<file path="config.mk">
export PLATFORM = sky130hd
export DESIGN_NAME = ripple_count_reader
export DESIGN_NICKNAME = d
export VERILOG_FILES = /design/src/rtl/ripple_count_reader.sv
export SDC_FILE = /design/constraint.sdc
export NUM_CORES = 1
export LEC_CHECK = 0
export ABC_AREA = 1
export BUFFER_PORTS_ARGS = -buffer_cell sky130_fd_sc_hd__buf_2
export CORE_MARGIN = 5
export CORE_UTILIZATION = 57
export DETAILED_ROUTE_END_ITERATION = 10
export PLACE_DENSITY = 0.87
export REMOVE_ABC_BUFFERS = 1
export SETUP_SLACK_MARGIN = 0.1
export SYNTH_ARGS = -nofsm -noshare
export SYNTH_HDL_FRONTEND = slang
export SYNTH_SLANG_ARGS = --single-unit
export TNS_END_PERCENT = 1
</file>
<file path="constraint.sdc">
create_clock -name clk -period 3.49 [get_ports clk]
set_input_delay 0.349 -clock clk [delete_from_list [all_inputs] [get_ports clk]]
set_output_delay 0.349 -clock clk [all_outputs]
set_load 0.005 [all_outputs]
</file>
<file path="src/rtl/ripple_count_reader.sv">
// ripple_count_reader
//   Purpose : brings the glitchy, asynchronous JK ripple up/down counter bus
//             into the clk domain. Accepts a count only after it has been
//             stable for STABLE_CNT synced samples. Reports the accepted
//             value, its modular step and any terminal-count crossing.
//             Accumulates counted events between host reads using a
//             req/ack handshake.
//   Latency : cnt_in settled before edge E0 gives valid after edge
//             E(STABLE_CNT+1), which is 4 edges at the default.
//   Ports   : clk, rst (sync, active-high)
//             cnt_in[SIZE], mode       raw async counter bus and direction
//             rd_req                   host read request (level)
//             value[SIZE], valid       last accepted count, 1-cycle change pulse
//             delta[SIZE], wrap        step of the last acceptance, crossing pulse
//             rd_ack                   1-cycle pulse completing a read
//             rd_total[ACC_W], acc_sat events and saturation since the previous read
module ripple_count_reader #(
   parameter int SIZE       = 4,
   parameter int STABLE_CNT = 2,
   parameter int ACC_W      = 8
) (
   input  logic             clk,
   input  logic             rst,
   input  logic [SIZE-1:0]  cnt_in,
   input  logic             mode,
   input  logic             rd_req,
   output logic [SIZE-1:0]  value,
   output logic             valid,
   output logic [SIZE-1:0]  delta,
   output logic             wrap,
   output logic             rd_ack,
   output logic [ACC_W-1:0] rd_total,
   output logic             acc_sat
);

   // The run counter must hold values 0..STABLE_CNT.
   localparam int RUN_W = $clog2(STABLE_CNT + 1);
   localparam logic [RUN_W-1:0] RUN_MAX = RUN_W'(STABLE_CNT);
   localparam logic [RUN_W-1:0] RUN_ARM = RUN_W'(STABLE_CNT - 1);

   typedef enum logic [1:0] {
      IDLE = 2'd0,
      ACK  = 2'd1,
      WAIT = 2'd2
   } rd_state_t;

   // Two-flop synchronisers. The s1 stage feeds only s2.
   logic [SIZE-1:0]  cnt_s1, cnt_s2;
   logic             mode_s1, mode_s2;

   // Stability filter state.
   logic [SIZE-1:0]  cand;
   logic [RUN_W-1:0] run;

   // Event accumulator.
   logic [ACC_W-1:0] acc;
   logic             sat_flag;

   rd_state_t        state, state_nxt;
   logic             capture;

   // Combinational helpers.
   logic             same;
   logic [RUN_W-1:0] run_nxt;
   logic             stable;
   logic             accept;
   logic [SIZE-1:0]  step;
   logic             crossed;
   logic [ACC_W:0]   acc_sum;
   logic             ovf;
   logic [ACC_W-1:0] acc_clamped;

   // ---------------------------------------------------------------
   // Filter: cand always follows s2. run counts how many consecutive
   // synced samples have matched it, saturating at STABLE_CNT.
   // ---------------------------------------------------------------
   assign same    = (cnt_s2 == cand);
   assign run_nxt = !same            ? RUN_W'(1) :
                    (run == RUN_MAX) ? RUN_MAX   :
                                       run + RUN_W'(1);

   // Accept only on the sample that completes a run of exactly
   // STABLE_CNT equal samples. A run that has already been accepted
   // (or equals value) saturates and cannot fire twice.
   generate
      if (STABLE_CNT == 1) begin : g_single
         assign stable = 1'b1;
      end else begin : g_multi
         assign stable = same && (run == RUN_ARM);
      end
   endgenerate

   assign accept  = stable && (cnt_s2 != value);

   // The direction is taken from the synced mode at the accept edge.
   // Subtraction wraps modulo 2^SIZE.
   assign step    = mode_s2 ? (cnt_s2 - value) : (value - cnt_s2);
   assign crossed = mode_s2 ? (cnt_s2 < value) : (cnt_s2 > value);

   // The step is zero-extended into the accumulator. One spare bit
   // catches overflow, which is then clamped to all-ones.
   assign acc_sum     = {1'b0, acc} + (accept ? (ACC_W+1)'(step) : '0);
   assign ovf         = acc_sum[ACC_W];
   assign acc_clamped = ovf ? '1 : acc_sum[ACC_W-1:0];

   // ---------------------------------------------------------------
   // Read handshake: one capture per rd_req assertion.
   // ---------------------------------------------------------------
   always_comb begin
      state_nxt = state;
      capture   = 1'b0;
      case (state)
         IDLE: begin
            if (rd_req) begin
               capture   = 1'b1;
               state_nxt = ACK;
            end
         end
         ACK: begin
            state_nxt = WAIT;
         end
         WAIT: begin
            if (!rd_req) begin
               state_nxt = IDLE;
            end
         end
         default: begin
            state_nxt = IDLE;
         end
      endcase
   end

   always_ff @(posedge clk) begin
      if (rst) begin
         state <= IDLE;
      end else begin
         state <= state_nxt;
      end
   end

   assign rd_ack = (state == ACK);

   // ---------------------------------------------------------------
   // Datapath registers
   // ---------------------------------------------------------------
   always_ff @(posedge clk) begin
      if (rst) begin
         cnt_s1   <= '0;
         cnt_s2   <= '0;
         mode_s1  <= 1'b0;
         mode_s2  <= 1'b0;
         cand     <= '0;
         run      <= '0;
         value    <= '0;
         valid    <= 1'b0;
         delta    <= '0;
         wrap     <= 1'b0;
         acc      <= '0;
         sat_flag <= 1'b0;
         rd_total <= '0;
         acc_sat  <= 1'b0;
      end else begin
         cnt_s1  <= cnt_in;
         cnt_s2  <= cnt_s1;
         mode_s1 <= mode;
         mode_s2 <= mode_s1;

         cand    <= cnt_s2;
         run     <= run_nxt;

         valid   <= accept;
         wrap    <= accept && crossed;
         if (accept) begin
            value <= cnt_s2;
            delta <= step;
         end

         // A step accepted on the capture edge goes into the reported
         // total. The fresh accumulator starts from zero, so no event is
         // lost or double counted.
         if (capture) begin
            rd_total <= acc_clamped;
            acc_sat  <= sat_flag || ovf;
            acc      <= '0;
            sat_flag <= 1'b0;
         end else begin
            acc      <= acc_clamped;
            sat_flag <= sat_flag || ovf;
         end
      end
   end

endmodule

</file>
==> flow_summary_export.csv <==
group,metric,value,unit
run_status,status,"complete, no violations",
sta,max_freq,359,MHz
grt,antenna_found_initial,0,
routing,via_per_inst,4.79,
logic_synthesis,synthMuxAreaShare,0,%
pwr,p_leak,0.00129,uW
pwr,intPower,756,uW
pwr,switching_share,28.6,%
critical_path,path_max_fanout,14,
pwr,p_seq_share,53.2,%
logic_synthesis,yosysMostFrequentCell,"nand2_1",
clock_tree,cts_tree,"done",
grt,globalRouteOverflowTotal,0,
floorplan,die_h,71.4,um
sta,setup_viol,0,
routing,drc,0,
clock_tree,clkSlewWorstSetupHoldPaths,80,ps
logic_synthesis,synth_area,2150,um^2
sta,finalCriticalPeriod,2790,ps
layout,area_growth,11.8,%
layout,nets,338,
pwr,p_per_area,441,nW/um^2
routing,detail-route-antenna-nets,0,
place,gp_congestion,0.840,
clock_tree,numCtsBuffers,5,
logic_synthesis,synth-compound-area-share,6.00,%
logic_synthesis,yosysTopAreaCell,"dfxtp_1",
routing,drtIter0Drc,93,
layout,multi_input_comb_area,1000,um^2
floorplan,rows,22,
logic_synthesis,synth_top_family_by_area,"simple AND/OR/NAND/NOR gates",
sta,rsz0062_at_grt,"false",
floorplan,io_pins,28,
floorplan,dieArea,5090,um^2
flow_run,cap_violations,0,
critical_path,start_kind,"flip-flop",
sta,maxSlewViolCount,0,
logic_synthesis,async_reset_ff_share,0,%
place,place_inst,355,
critical_path,critPathBufInv,3,
floorplan,start_util,58.6,%
hold_path,hold_path_class,"input pin to flip-flop",
clock_tree,ctsRootBufferMaster,"clkbuf_8",
logic_synthesis,yosysWarnings,0,
pwr,clock_power_share,30.3,%
critical_path,worstSetupPathType,"flip-flop to flip-flop",
pwr,pwr-share-comb,16.5,%
critical_path,cp_slowest_cell,"fa_1",
routing,avgRoutedWirePerCell,11.0,um
floorplan,die_w,71.4,um
grt,grt_pass1_vias,1745,
logic_synthesis,syn_area_per_cell,7.53,um^2
routing,first_pass_iters,4,
logic_synthesis,synth_adder_area_share,10.4,%
pwr,p_switching,302,uW
critical_path,cp_cell_sequence,"inv_1 > ha_1 > inv_1 > fa_1 > nor2_1 > nor2_1 > nand2_1 > inv_1 > fa_1 > nand3_1 > nand2_1 > nand4_2 > nand2_1 > o21ai_0 > nand2_1",
logic_synthesis,synth_xor_area_share,0.816,%
sta,worstMarginPinSlew,698,ps
logic_synthesis,synthSimpleGateAreaFrac,29.5,%
layout,seq_area,921,um^2
grt,grt_use_total,17.6,%
clock_tree,cts-hold-fix-buffers,0,
clock_tree,cts-resized-gates,0,
routing,via_count,1739,
critical_path,critPathArrivalTime,2990,ps
clock_tree,worstSkewPairLatency,310,ps
critical_path,cp-end-kind,"flip-flop",
floorplan,core_area,3660,um^2
critical_path,crit_top_cell,"nand2_1",
layout,drive_above_1_share,16.2,%
critical_path,crit_path_max_incr_delay,450,ps
layout,diodes,0,
place,io_buffers,27,
logic_synthesis,ys_seq_area_share,42.9,%
logic_synthesis,synth.area.top_cells,"dfxtp_1 (43%), nand2_1 (13%), inv_1 (8.6%)",
place,dpl.hpwl,3030,um
sta,finalHoldViolCount,0,
logic_synthesis,synthCells,285,
pwr,power.total,1060,uW
logic_synthesis,synthFlopType,"dfxtp_1",
layout,layout.cells.non_filler,363,
clock_tree,clockBufferDepth,2,
clock_tree,post_cts_buffers,0,
pwr,ir_worst_vdd,315,uV
clock_tree,clock_sinks,46,
logic_synthesis,synth.top_cell.area_share,42.9,%
critical_path,required,3690,ps
sta,slew_headroom,53.3,%
clock_tree,htreeDepth,2,
layout,fillers,321,
logic_synthesis,ys_types,28,
routing,routed_wl,3990,um
logic_synthesis,synth-edff-count,0,
critical_path,crit_family,"adder cells",
sta,tns,0,ps
logic_synthesis,synth_commonest_cells,"nand2_1 (74), inv_1 (49), dfxtp_1 (46)",
sta,fin_crit_sh,79.9,%
grt,grt_pass1_wl,7080,um
grt,grt_max_degree,23,
logic_synthesis,yosys_register_bits,46,
sta,fin_worst_skew,11.1,ps
## kinds of logic after synthesis
group	after synthesis
xor gates and xnor gates	2
and+or+nand+nor	140
buffers and inverters	57
DFF	46
AOI/OAI and AO/OA	24
adders and majority gates	16
## per-layer routing
layer	part of all wire, %	wire length, um	global-route usage (%)
met1	42	1680	18.6
met5	0	0	0
met2	50	1990	30.2
met4	2.7	109	9.19
met3	5.3	213	6.73
## sequential cells by signal, summed over array words and instances, names as in the netlist
signal	count
valid	1
cand	4
run	2
rd_total	8
acc_sat	1
cnt_s1	4
wrap	1
delta	4
acc	8
mode_s1	1
sat_flag	1
state	2
mode_s2	1
value	4
cnt_s2	4
## power by group through the flow
stage	Sequential, uW	Combinational, uW	Clock (uW)
CTS	563	177	336
global route	567	202	355
floorplan	574	128	0
detailed placement	575	176	0
finish	562	175	321
global placement	574	169	0
## placed cells by master (no fill, tap or decap), types with 2 or more instances in the layout
master	count
nand4_1	2
dfxtp_1	46
nand2_2	4
nand3_1	15
nand4_2	2
inv_2	3
ha_1	13
inv_1	49
buf_2	27
fa_1	3
nor2_4	2
nor2_1	36
clkbuf_8	5
a31oi_1	2
o21ai_0	7
a21oi_1	12
clkinv_2	2
nand2_1	74
xnor2_1	2
## tightest hold or removal path, delay by kind of cell
kind | cells | cell delay (ps)
buffers and inverters | 2 | 110
and+or+nand+nor | 1 | 60
## area by class of cell
class	instances	share of cell area, %
Clock buffer	5	2.87
Tap cell	48	2.50
Multi-Input combinational cell	182	41.7
Clock inverter	3	0.782
Timing Repair Buffer	27	5.63
Sequential cell	46	38.4
Inverter	52	8.13
## final timing paths
path	start	to	slack (ps)	cells past startpoint
worst min-delay path	cnt_in[3]	cnt_s1[3]$_SDFF_PP0_	250	3
worst max register to register	value[0]$_SDFFE_PP0P_	rd_total[5]$_SDFFE_PP0P_	700	15
worst max-delay path	value[0]$_SDFFE_PP0P_	rd_total[5]$_SDFFE_PP0P_	700	15
worst min register to register	cnt_s1[3]$_SDFF_PP0_	cnt_s2[3]$_SDFF_PP0_	410	2
## through the flow
stage / hold WS [ps] / area [um^2] / worst slack [ps] / utilization [%]
2_1_floorplan: 388 / 2120 / 951 / -
3_3_place_gp: 389 / 2310 / 830 / 63.2
3_5_place_dp: 397 / 2310 / 697 / 63.2
4_1_cts: 234 / 2400 / 691 / 65.6
5_1_grt: 242 / 2400 / 349 / 65.6
6_report: 248 / 2400 / 703 / 65.6
Note: power is estimated with default switching activity, not from simulation.
